`config.mk`:
```
export PLATFORM = sky130hd
export DESIGN_NAME = hazard_ctrl_flat
export DESIGN_NICKNAME = d
export VERILOG_FILES = /design/src/rtl/hazard_pkg.sv /design/src/rtl/hazard_ctrl_if.sv /design/src/rtl/hazard_ctrl_fwd_select.sv /design/src/rtl/hazard_ctrl.sv /design/src/flat_wrapper.sv
export SDC_FILE = /design/constraint.sdc
export NUM_CORES = 1
export LEC_CHECK = 0
export ABC_AREA = 1
export CAP_MARGIN = 20
export CELL_PAD_IN_SITES_DETAIL_PLACEMENT = 1
export CELL_PAD_IN_SITES_GLOBAL_PLACEMENT = 2
export CORE_MARGIN = 3
export CORE_UTILIZATION = 22
export DETAILED_ROUTE_END_ITERATION = 10
export PLACE_DENSITY_LB_ADDON = 0.05
export SLEW_MARGIN = 10
export SYNTH_ARGS = -nofsm -noshare
export SYNTH_HDL_FRONTEND = slang
export SYNTH_SLANG_ARGS = --single-unit
export TNS_END_PERCENT = 50
```
`constraint.sdc`:
```
create_clock -name clk -period 1.5 [get_ports clk]
set_input_delay 0.3 -clock clk [delete_from_list [all_inputs] [get_ports clk]]
set_output_delay 0.3 -clock clk [all_outputs]
set_load 0.1 [all_outputs]
```
`src/rtl/hazard_pkg.sv`:
```
// rtl/hazard_pkg.sv - shared types and limits for the pipeline hazard controller
package hazard_pkg;

  typedef enum logic [1:0] {
    FWD_RF  = 2'b00,
    FWD_WB  = 2'b01,
    FWD_MEM = 2'b10
  } fwd_sel_t;

  typedef enum logic {
    RUN        = 1'b0,
    LOAD_STALL = 1'b1
  } hz_state_t;

  localparam int MAX_LOAD_LATENCY = 7;
  localparam int LAT_CNT_W        = $clog2(MAX_LOAD_LATENCY + 1);

  typedef struct packed {
    logic stall_f;
    logic stall_d;
    logic stall_e;
    logic stall_m;
    logic flush_d;
    logic flush_e;
    logic flush_w;
  } hz_ctrl_t;

endpackage

```
`src/rtl/hazard_ctrl_if.sv`:
```
// rtl/hazard_ctrl_if.sv - datapath <-> hazard controller signal bundle
interface hazard_ctrl_if #(
  parameter int REG_ADDR_W = 5,
  parameter int CNT_W      = 16
);
  logic [REG_ADDR_W-1:0] rs1_d, rs2_d, rs1_e, rs2_e, rd_e, rd_m, rd_w;
  logic                  load_e, reg_write_m, reg_write_w, pc_src_e, mem_busy_m;
  logic [1:0]            forward_a_e, forward_b_e;
  logic                  stall_f, stall_d, stall_e, stall_m;
  logic                  flush_d, flush_e, flush_w;
  logic [CNT_W-1:0]      stall_cycles, flush_count;

  modport master (
    output rs1_d, rs2_d, rs1_e, rs2_e, rd_e, rd_m, rd_w,
    output load_e, reg_write_m, reg_write_w, pc_src_e, mem_busy_m,
    input  forward_a_e, forward_b_e,
    input  stall_f, stall_d, stall_e, stall_m, flush_d, flush_e, flush_w,
    input  stall_cycles, flush_count
  );

  modport slave (
    input  rs1_d, rs2_d, rs1_e, rs2_e, rd_e, rd_m, rd_w,
    input  load_e, reg_write_m, reg_write_w, pc_src_e, mem_busy_m,
    output forward_a_e, forward_b_e,
    output stall_f, stall_d, stall_e, stall_m, flush_d, flush_e, flush_w,
    output stall_cycles, flush_count
  );
endinterface

```
`src/rtl/hazard_ctrl_fwd_select.sv`:
```
// rtl/hazard_ctrl_fwd_select.sv - E-stage bypass select for one source operand
module fwd_select
  import hazard_pkg::*;
#(
  parameter int REG_ADDR_W = 5
) (
  input  logic [REG_ADDR_W-1:0] rs_i,
  input  logic [REG_ADDR_W-1:0] rd_m_i,
  input  logic [REG_ADDR_W-1:0] rd_w_i,
  input  logic                  reg_write_m_i,
  input  logic                  reg_write_w_i,
  output fwd_sel_t              sel_o
);

  // M is checked first because it carries the younger write to the same register.
  always_comb begin
    sel_o = FWD_RF;
    if ((rs_i != '0) && (rs_i == rd_m_i) && reg_write_m_i) begin
      sel_o = FWD_MEM;
    end else if ((rs_i != '0) && (rs_i == rd_w_i) && reg_write_w_i) begin
      sel_o = FWD_WB;
    end
  end

endmodule

```
`src/rtl/hazard_ctrl.sv`:
```
// rtl/hazard_ctrl.sv - forwarding, stall/flush control and hazard counters for the 5-stage pipe
module hazard_ctrl
  import hazard_pkg::*;
#(
  parameter int REG_ADDR_W   = 5,
  parameter int LOAD_LATENCY = 1,
  parameter int CNT_W        = 16
) (
  input logic         clk,
  input logic         rst_n,
  hazard_ctrl_if.slave hz
);

  hz_state_t            state_q, state_d;
  logic [LAT_CNT_W-1:0] cnt_q, cnt_d;
  logic [CNT_W-1:0]     stall_cycles_q, stall_cycles_d;
  logic [CNT_W-1:0]     flush_count_q, flush_count_d;
  hz_ctrl_t             ctrl;
  fwd_sel_t             fwd_a, fwd_b;
  logic                 load_use;
  logic                 branch_flush;

  assign load_use = hz.load_e && (hz.rd_e != '0) &&
                    ((hz.rd_e == hz.rs1_d) || (hz.rd_e == hz.rs2_d));

  // A memory wait outranks the branch, so the redirect is only taken once M is free.
  assign branch_flush = (state_q == RUN) && !hz.mem_busy_m && hz.pc_src_e;

  fwd_select #(.REG_ADDR_W(REG_ADDR_W)) u_fwd_a (
    .rs_i          (hz.rs1_e),
    .rd_m_i        (hz.rd_m),
    .rd_w_i        (hz.rd_w),
    .reg_write_m_i (hz.reg_write_m),
    .reg_write_w_i (hz.reg_write_w),
    .sel_o         (fwd_a)
  );

  fwd_select #(.REG_ADDR_W(REG_ADDR_W)) u_fwd_b (
    .rs_i          (hz.rs2_e),
    .rd_m_i        (hz.rd_m),
    .rd_w_i        (hz.rd_w),
    .reg_write_m_i (hz.reg_write_m),
    .reg_write_w_i (hz.reg_write_w),
    .sel_o         (fwd_b)
  );

  always_ff @(posedge clk or negedge rst_n) begin
    if (!rst_n) begin
      state_q        <= RUN;
      cnt_q          <= '0;
      stall_cycles_q <= '0;
      flush_count_q  <= '0;
    end else begin
      state_q        <= state_d;
      cnt_q          <= cnt_d;
      stall_cycles_q <= stall_cycles_d;
      flush_count_q  <= flush_count_d;
    end
  end

  always_comb begin
    state_d        = state_q;
    cnt_d          = cnt_q;
    stall_cycles_d = stall_cycles_q;
    flush_count_d  = flush_count_q;
    if (!hz.mem_busy_m) begin
      case (state_q)
        RUN: begin
          // The first bubble is spent in RUN, so LOAD_STALL covers the remaining LOAD_LATENCY-1.
          if (!hz.pc_src_e && load_use && (LOAD_LATENCY > 1)) begin
            state_d = LOAD_STALL;
            cnt_d   = LAT_CNT_W'(LOAD_LATENCY - 2);
          end
        end
        LOAD_STALL: begin
          if (cnt_q == '0) begin
            state_d = RUN;
          end else begin
            cnt_d = cnt_q - 1'b1;
          end
        end
        default: state_d = RUN;
      endcase
    end
    if (ctrl.stall_f && !(&stall_cycles_q)) begin
      stall_cycles_d = stall_cycles_q + 1'b1;
    end
    if (branch_flush && !(&flush_count_q)) begin
      flush_count_d = flush_count_q + 1'b1;
    end
  end

  always_comb begin
    ctrl = '0;
    if (rst_n) begin
      if (hz.mem_busy_m) begin
        ctrl.stall_f = 1'b1;
        ctrl.stall_d = 1'b1;
        ctrl.stall_e = 1'b1;
        ctrl.stall_m = 1'b1;
        ctrl.flush_w = 1'b1;
      end else if (state_q == LOAD_STALL) begin
        ctrl.stall_f = 1'b1;
        ctrl.stall_d = 1'b1;
        ctrl.flush_e = 1'b1;
      end else if (hz.pc_src_e) begin
        ctrl.flush_d = 1'b1;
        ctrl.flush_e = 1'b1;
      end else if (load_use) begin
        ctrl.stall_f = 1'b1;
        ctrl.stall_d = 1'b1;
        ctrl.flush_e = 1'b1;
      end
    end
  end

  assign hz.forward_a_e  = rst_n ? fwd_a : FWD_RF;
  assign hz.forward_b_e  = rst_n ? fwd_b : FWD_RF;
  assign hz.stall_f      = ctrl.stall_f;
  assign hz.stall_d      = ctrl.stall_d;
  assign hz.stall_e      = ctrl.stall_e;
  assign hz.stall_m      = ctrl.stall_m;
  assign hz.flush_d      = ctrl.flush_d;
  assign hz.flush_e      = ctrl.flush_e;
  assign hz.flush_w      = ctrl.flush_w;
  assign hz.stall_cycles = stall_cycles_q;
  assign hz.flush_count  = flush_count_q;

endmodule

```
`src/flat_wrapper.sv`:
```
// flat-port wrapper written by rule: the top's interface ports become plain ports
module hazard_ctrl_flat import hazard_pkg::*;
#(
  parameter int REG_ADDR_W   = 5,
  parameter int LOAD_LATENCY = 1,
  parameter int CNT_W        = 16
)
  (clk, rst_n, hz_rs1_d, hz_rs2_d, hz_rs1_e, hz_rs2_e, hz_rd_e, hz_rd_m, hz_rd_w, hz_load_e, hz_reg_write_m, hz_reg_write_w, hz_pc_src_e, hz_mem_busy_m, hz_forward_a_e, hz_forward_b_e, hz_stall_f, hz_stall_d, hz_stall_e, hz_stall_m, hz_flush_d, hz_flush_e, hz_flush_w, hz_stall_cycles, hz_flush_count);
  hazard_ctrl_if #(.REG_ADDR_W(REG_ADDR_W), .CNT_W(CNT_W)) hz_i ();
  input logic clk;
  input logic rst_n;
  input wire logic [$bits(hz_i.rs1_d)-1:0] hz_rs1_d;
  input wire logic [$bits(hz_i.rs2_d)-1:0] hz_rs2_d;
  input wire logic [$bits(hz_i.rs1_e)-1:0] hz_rs1_e;
  input wire logic [$bits(hz_i.rs2_e)-1:0] hz_rs2_e;
  input wire logic [$bits(hz_i.rd_e)-1:0] hz_rd_e;
  input wire logic [$bits(hz_i.rd_m)-1:0] hz_rd_m;
  input wire logic [$bits(hz_i.rd_w)-1:0] hz_rd_w;
  input wire logic [$bits(hz_i.load_e)-1:0] hz_load_e;
  input wire logic [$bits(hz_i.reg_write_m)-1:0] hz_reg_write_m;
  input wire logic [$bits(hz_i.reg_write_w)-1:0] hz_reg_write_w;
  input wire logic [$bits(hz_i.pc_src_e)-1:0] hz_pc_src_e;
  input wire logic [$bits(hz_i.mem_busy_m)-1:0] hz_mem_busy_m;
  output wire logic [$bits(hz_i.forward_a_e)-1:0] hz_forward_a_e;
  output wire logic [$bits(hz_i.forward_b_e)-1:0] hz_forward_b_e;
  output wire logic [$bits(hz_i.stall_f)-1:0] hz_stall_f;
  output wire logic [$bits(hz_i.stall_d)-1:0] hz_stall_d;
  output wire logic [$bits(hz_i.stall_e)-1:0] hz_stall_e;
  output wire logic [$bits(hz_i.stall_m)-1:0] hz_stall_m;
  output wire logic [$bits(hz_i.flush_d)-1:0] hz_flush_d;
  output wire logic [$bits(hz_i.flush_e)-1:0] hz_flush_e;
  output wire logic [$bits(hz_i.flush_w)-1:0] hz_flush_w;
  output wire logic [$bits(hz_i.stall_cycles)-1:0] hz_stall_cycles;
  output wire logic [$bits(hz_i.flush_count)-1:0] hz_flush_count;
  assign hz_i.rs1_d = hz_rs1_d;
  assign hz_i.rs2_d = hz_rs2_d;
  assign hz_i.rs1_e = hz_rs1_e;
  assign hz_i.rs2_e = hz_rs2_e;
  assign hz_i.rd_e = hz_rd_e;
  assign hz_i.rd_m = hz_rd_m;
  assign hz_i.rd_w = hz_rd_w;
  assign hz_i.load_e = hz_load_e;
  assign hz_i.reg_write_m = hz_reg_write_m;
  assign hz_i.reg_write_w = hz_reg_write_w;
  assign hz_i.pc_src_e = hz_pc_src_e;
  assign hz_i.mem_busy_m = hz_mem_busy_m;
  assign hz_forward_a_e = hz_i.forward_a_e;
  assign hz_forward_b_e = hz_i.forward_b_e;
  assign hz_stall_f = hz_i.stall_f;
  assign hz_stall_d = hz_i.stall_d;
  assign hz_stall_e = hz_i.stall_e;
  assign hz_stall_m = hz_i.stall_m;
  assign hz_flush_d = hz_i.flush_d;
  assign hz_flush_e = hz_i.flush_e;
  assign hz_flush_w = hz_i.flush_w;
  assign hz_stall_cycles = hz_i.stall_cycles;
  assign hz_flush_count = hz_i.flush_count;
  hazard_ctrl #(.REG_ADDR_W(REG_ADDR_W), .LOAD_LATENCY(LOAD_LATENCY), .CNT_W(CNT_W)) u_core (.clk(clk), .rst_n(rst_n), .hz(hz_i));
endmodule
```
Yosys cells after proc, flatten, opt, wreduce, memory -nomap -nowiden

Cells that the tools add are included.

Bitwise operators: 3
Equality and inequality tests: 6
Add/subtract/negate cells: 3
Reduce and logical (&&, ||, !) cells: 25
Multiplexer cells: 21

Operators by type and width:

| operator              | number |
|---|---|
| $add 16x1->16 const B | 2 |
| $reduce_and 16->1     | 2 |
| $eq 5x5->1            | 6 |
| $mux 2                | 10 |
| $reduce_bool 5->1     | 3 |
| $logic_and 1x1->1     | 14 |
| $mux 1                | 10 |
| $mux 7                | 1 |
| $logic_not 1->1       | 3 |
| $logic_not 3->1       | 1 |
| $not 1->1             | 3 |
| $reduce_and 3->1      | 1 |
| $sub 3x1->3 const B   | 1 |
| $logic_or 1x1->1      | 1 |

Flip-flop bits (word level): 36
Input bits: 42
Word-level logic and storage cells: 62
Output and inout port bits: 43

Depth between registers and ports, before layout

Depth after elaboration: 9
Gate-level depth with buffers: 12
Depth with buffers taken out: 11

Hierarchy

Synthesis repeated with hierarchy kept, for this count alone.

Cell total of the unflattened synthesis: 444
Area, all modules: 2817.7 um^2

Modules (own cells, without submodules):

| module      | cells an instance | area each (um^2) | instances | seq. area each (um^2) |
|---|---|---|---|---|
| hazard_ctrl | 322               | 2342.2           | 1         | 900.9 |
| fwd_select  | 61                | 237.7            | 2         | 0.0 |

Worst setup path after synthesis

OpenSTA, ideal clock, no wires.

Path type: register to output
Start point: register u_core.state_q
End point: output port hz_stall_f
Arrival time: 3.723 ns
Cell stages (with the launch flop): 7
Path slack: -2.523 ns
Cells stage by stage: dfrtp_1 -> nor2_1 -> nand2_1 -> inv_1 -> nor2_2 -> a21boi_0 -> buf_4

Word-level cells in the longest chain between the ends: 3

RTL lines:

| item                     | line               | text |
|---|---|---|
| start: declaration       | hazard_ctrl.sv:14  | `hz_state_t state_q, state_d;` |
| start signal: assignment | hazard_ctrl.sv:54  | `state_q <= state_d;` |
| $mux 2                   | hazard_ctrl.sv:102 | `end else if (state_q == LOAD_STALL) begin` |
| $mux 2                   | hazard_ctrl.sv:96  | `if (hz.mem_busy_m) begin` |
| $mux 7                   | hazard_ctrl.sv:95  | `if (rst_n) begin` |
| end: declaration         | flat_wrapper.sv:26 | `output wire logic [$bits(hz_i.stall_f)-1:0] hz_stall_f;` |

Every way passes these cells.

Final worst setup path

Start point: input port hz_rs1_d[0]
End point: output port hz_flush_e

Word-level cells in the longest chain between the ends: 8

RTL lines:

| item               | line               | text |
|---|---|---|
| start: declaration | flat_wrapper.sv:12 | `input wire logic [$bits(hz_i.rs1_d)-1:0] hz_rs1_d;` |
| $eq 5x5->1         | hazard_ctrl.sv:24  | `((hz.rd_e == hz.rs1_d) \|\| (hz.rd_e == hz.rs2_d));` |
| $logic_or 1x1->1   | hazard_ctrl.sv:24  |  |
| $logic_and 1x1->1  | hazard_ctrl.sv:23  | `assign load_use = hz.load_e && (hz.rd_e != '0) &&` |
| $mux 1             | hazard_ctrl.sv:109 | `end else if (load_use) begin` |
| $mux 1             | hazard_ctrl.sv:106 | `end else if (hz.pc_src_e) begin` |
| $mux 1             | hazard_ctrl.sv:102 |  |
| $mux 2             | hazard_ctrl.sv:96  |  |
| $mux 7             | hazard_ctrl.sv:95  |  |
| end: declaration   | flat_wrapper.sv:31 | `output wire logic [$bits(hz_i.flush_e)-1:0] hz_flush_e;` |

Every way passes these cells.

==> metrics.md <==
| Metric | Value |
|---|---|
| Horizontal extent of the die | `116.4 um` |
| Clock insertion delay at the later pin of the skew report | `around 290 ps` |
| Number of buffers on the longest clock path | `2` |
| Via density | `4.412` |
| DIE AREA | `13550 um^2` |
| I/O pins | `85` |
| Biggest fanout along the worst timing path | `3` |
| Hold violation total from the final report | `0` |
| Kind of cell adding the most delay to the critical path | `simple AND/OR/NAND/NOR gates` |
| # Max-Cap Violations | `0` |
| Mean cell area of the mapped netlist | `roughly 7 um^2` |
| Synthesized Nets | `between 400 and 500` |
| Clock tree from TritonCTS | `done` |
| Final min period | `~1700 ps` |
| Outcome | `complete, but fails checks` |
| Setup violations, final | `19` |
| Startpoint kind of the worst setup timing path | `input port` |
| Remaining global-route overflow | `0` |
| Remaining antenna violation count | `0` |
| Share of the clock period used by the worst path | `114.2%` |
| Sum of net half-perimeters after detailed placement | `roughly 8000 um` |
| First DRT Iteration DRCs | `66` |
| Hold buffer count at cts | `0` |
| Number of detailed-routing iterations run before antenna repair | `4` |
| Seq cells post-synth | `36` |
| Number of nets in the final layout | `about 610` |
| Count of buffering cells on the critical path with inverters included | `3` |
| Pin count of the biggest net entering global routing | `21` |
| Crit Path Category | `input port to primary output` |
| Weighted congestion at the end of routability-driven global placement | `roughly 0.76` |
| Actual slew at the worst max-slew pin | `about 340 ps` |
| Syn-to-layout area delta | `103.6%` |
| CTS Sinks | `36` |
| Post-DP Area | `~4900 um^2` |
| Worst clock skew | `approximately 8 ps` |
| Cell area after technology mapping | `2683 um^2` |
| Core footprint | `11660 um^2` |
| Cell count after synthesis | `384` |
| Total length of routed wires | `about 10000 um` |
| Clk root buf | `clkbuf_16` |
| Largest cells by area after synthesis | `dfrtp_1, nand2_1, xor2_1, inv_1, nor2_1` |
| Ratio of total power to cell area | `968.5 nW/um^2` |
| Via count of the first global-routing pass | `around 3400` |
| Number of antenna violations at the first check in global routing | `0` |
| Part of the Yosys area used for sequential elements | `33.58%` |
| Wire length of the first global-routing pass | `roughly 17000 um` |
| Maximum level of the CTS H-tree | `2` |
| Static power due to leakage | `around 2.6 nW` |
| Achievable Freq | `approximately 580 MHz` |
| Number of diodes | `0` |
| Path type of the worst min-delay path | `input port to async pin` |
| Clock buffers created by TritonCTS | `5` |
| Vias | `3128` |
| Total routing resource utilization after global routing | `between 10% and 20%` |
| Worst rel slew slack | `about 77%` |
| Final design instance area without fill | `5461 um^2` |
| Clock-pin slew on the worst setup and hold paths | `60 ps` |
| Final number of max-transition violations | `0` |
| Peak per-stage delay on the critical path | `270 ps` |
| Setup slack of the worst register-to-register path | `-40 ps` |
| Initial Utilization | `23.00%` |
| WP data required | `about 1200 ps` |
| Failing checks | `negative setup slack` |
| Top cell by count, worst path | `nand2_2` |
| Cells traversed along the worst timing path | `buf_4 -> inv_8 -> nand2_2 -> nand2_1 -> nor2_2 -> nand3_2 -> nand2_2 -> nand2_4 -> a211oi_4 -> buf_12` |
| Setup repair after global routing missed its margin | `true` |
| Synth unique cells | `31` |
| Cell type of the slowest stage on the worst timing path | `a211oi_4` |
| Number of port buffers | `84` |
| IR Drop Worst-Case VDD | `about 1.4 mV` |
| Final routed DRC violation total | `0` |
| Row Count | `39` |
| Post-route setup slack | `-213.2 ps` |
| Yosys warning count | `0` |
| Element type at the critical path end | `primary output` |
| Cell type with the highest aggregate area in the netlist | `dfrtp_1` |
| Arrival time worst endpoint | `1410 ps` |
| Pwr Total | `between 5 and 6 mW` |
| Die Y-Extent | `116.4 um` |
| Proportion of layout cells with a drive suffix above 1 | `53.89%` |
| Fraction of post-synthesis cell area in the top cell type by area | `33.58%` |
| Number of fill cells | `about 1400` |
| Post-DR wirelength/cell | `between 10 and 15 um` |
stage by stage:
stage,worst slack [ps],TNS (ps),cells,hold WS (ps),util [%]
2_1_floorplan,-535.7,-12720,384,4.409,-
3_3_place_gp,-710.2,-19670,685,360.8,41.71
3_5_place_dp,-748.8,-20960,685,364.7,41.71
4_1_cts,-241.5,-2930,704,59.60,44.38
5_1_grt,-269.1,-3689,709,78.45,46.83
6_report,-213.2,-1200,709,56.63,46.83
placed cells by master, fill, tap and decap left out, types with 7 or more instances in the layout:
cell,count
nand2_1,94
buf_4,85
buf_12,45
inv_1,31
nor2_1,27
nand4_1,26
nand2_2,24
xor2_1,23
dfrtp_2,23
buf_6,21
xnor2_1,14
buf_2,12
nand3_1,11
nor2_4,10
nor2_2,8
inv_2,8
nor3_2,7
dfrtp_4,7
kinds of logic (layout without fill, tap and decap cells):
logic type                 count (synthesis)  count (layout)  share of synthesized area (%)
and+or+nand+nor                          228             229                          38.25
buffers and inverters                     57             238                          8.862
xor gates and xnor gates                  40              40                          13.06
DFF                                       36              36                          33.58
AOI/OAI and AO/OA                         19              19                          4.385
adders and majority gates                  4               4                          1.866
final timing paths:
kind,start,to,depth (start not counted)
hold / removal,rst_n,u_core.hz.stall_cycles[2]$_DFFE_PN0P_,2
setup / recovery,hz_rs1_d[0],hz_flush_e,10
max in group asynchronous,rst_n,u_core.hz.flush_count[1]$_DFFE_PN0P_,3
hold reg to reg,u_core.cnt_q[1]$_DFFE_PN0P_,u_core.cnt_q[1]$_DFFE_PN0P_,2
min in group clk,u_core.cnt_q[1]$_DFFE_PN0P_,u_core.cnt_q[1]$_DFFE_PN0P_,2
setup reg to reg,u_core.hz.flush_count[1]$_DFFE_PN0P_,u_core.hz.flush_count[4]$_DFFE_PN0P_,9
worst register-to-register path: stages (launching register included):
cell	delay (ps)
dfrtp_4	420
ha_4	150
nand3_4	70
nor2_4	120
inv_2	50
o21ai_4	160
buf_12	160
buf_8	120
nor2_2	30
xor2_1	130
flip-flops by register name, indices dropped and copies added, names as in the netlist:
signal / flops
u_core.cnt_q: 3
u_core.hz.flush_count: 16
u_core.state_q: 1
u_core.hz.stall_cycles: 16
cell type report:
class                           count  area [um^2]  share of cell area (%)
Timing Repair Buffer              180         2024                   37.07
Multi-Input combinational cell    292         1917                   35.10
Sequential cell                    36        955.9                   17.50
Inverter                           49        220.2                   4.032
Tap cell                          143        178.9                   3.276
Clock buffer                        8        156.4                   2.864
Timing Repair inverter              1        8.758                  0.1604
Yosys cell counts:
| cell | n |
|---|---|
| a211oi_1 | 3 |
| nor4_4 | 1 |
| nand3b_1 | 2 |
| o221ai_1 | 1 |
| nor2_2 | 1 |
| buf_6 | 1 |
| and2_1 | 1 |
| nor3_1 | 12 |
| a221oi_1 | 1 |
| xor2_1 | 23 |
| nor2_1 | 44 |
| nand3_4 | 1 |
| nor3_4 | 1 |
| o22ai_1 | 1 |
| o21ai_0 | 9 |
| inv_2 | 1 |
| dfrtp_1 | 36 |
| nand4_1 | 26 |
| nand3_1 | 17 |
| nand2_1 | 119 |
| o21ai_2 | 1 |
| a21oi_1 | 2 |
| inv_1 | 47 |
| a21boi_0 | 1 |
| nand2_2 | 2 |
| buf_4 | 3 |
| xnor2_1 | 17 |
| buf_2 | 4 |
| ha_1 | 4 |
| nand2_4 | 1 |
| clkinv_1 | 1 |
routing by layer:
layer	GRT usage (%)	wire, um	vias to the layer above
met2	28.18	5508	31
met4	2.552	68	0
li1	-	-	1593
met5	0	0	-
met1	19.52	4558	1497
met3	2.280	240	7
power by group:
part           internal (mW)  total [mW]  leakage [nW]  switching [mW]
sequential              1.14        1.27         0.435           0.131
clock                  0.708        1.13        0.0772           0.420
combinational           1.16        2.89          2.04            1.73
total                   3.01        5.29          2.56            2.28
repair_timing:
item	4_1_cts	5_1_grt
endpoints found under the hold margin	0	0
gates cloned	1	1
pin swaps	56	53
endpoints found under the setup margin	43	40
setup buffers	10	6
resized for setup	184	83
(Power assumes the default switching activity.)
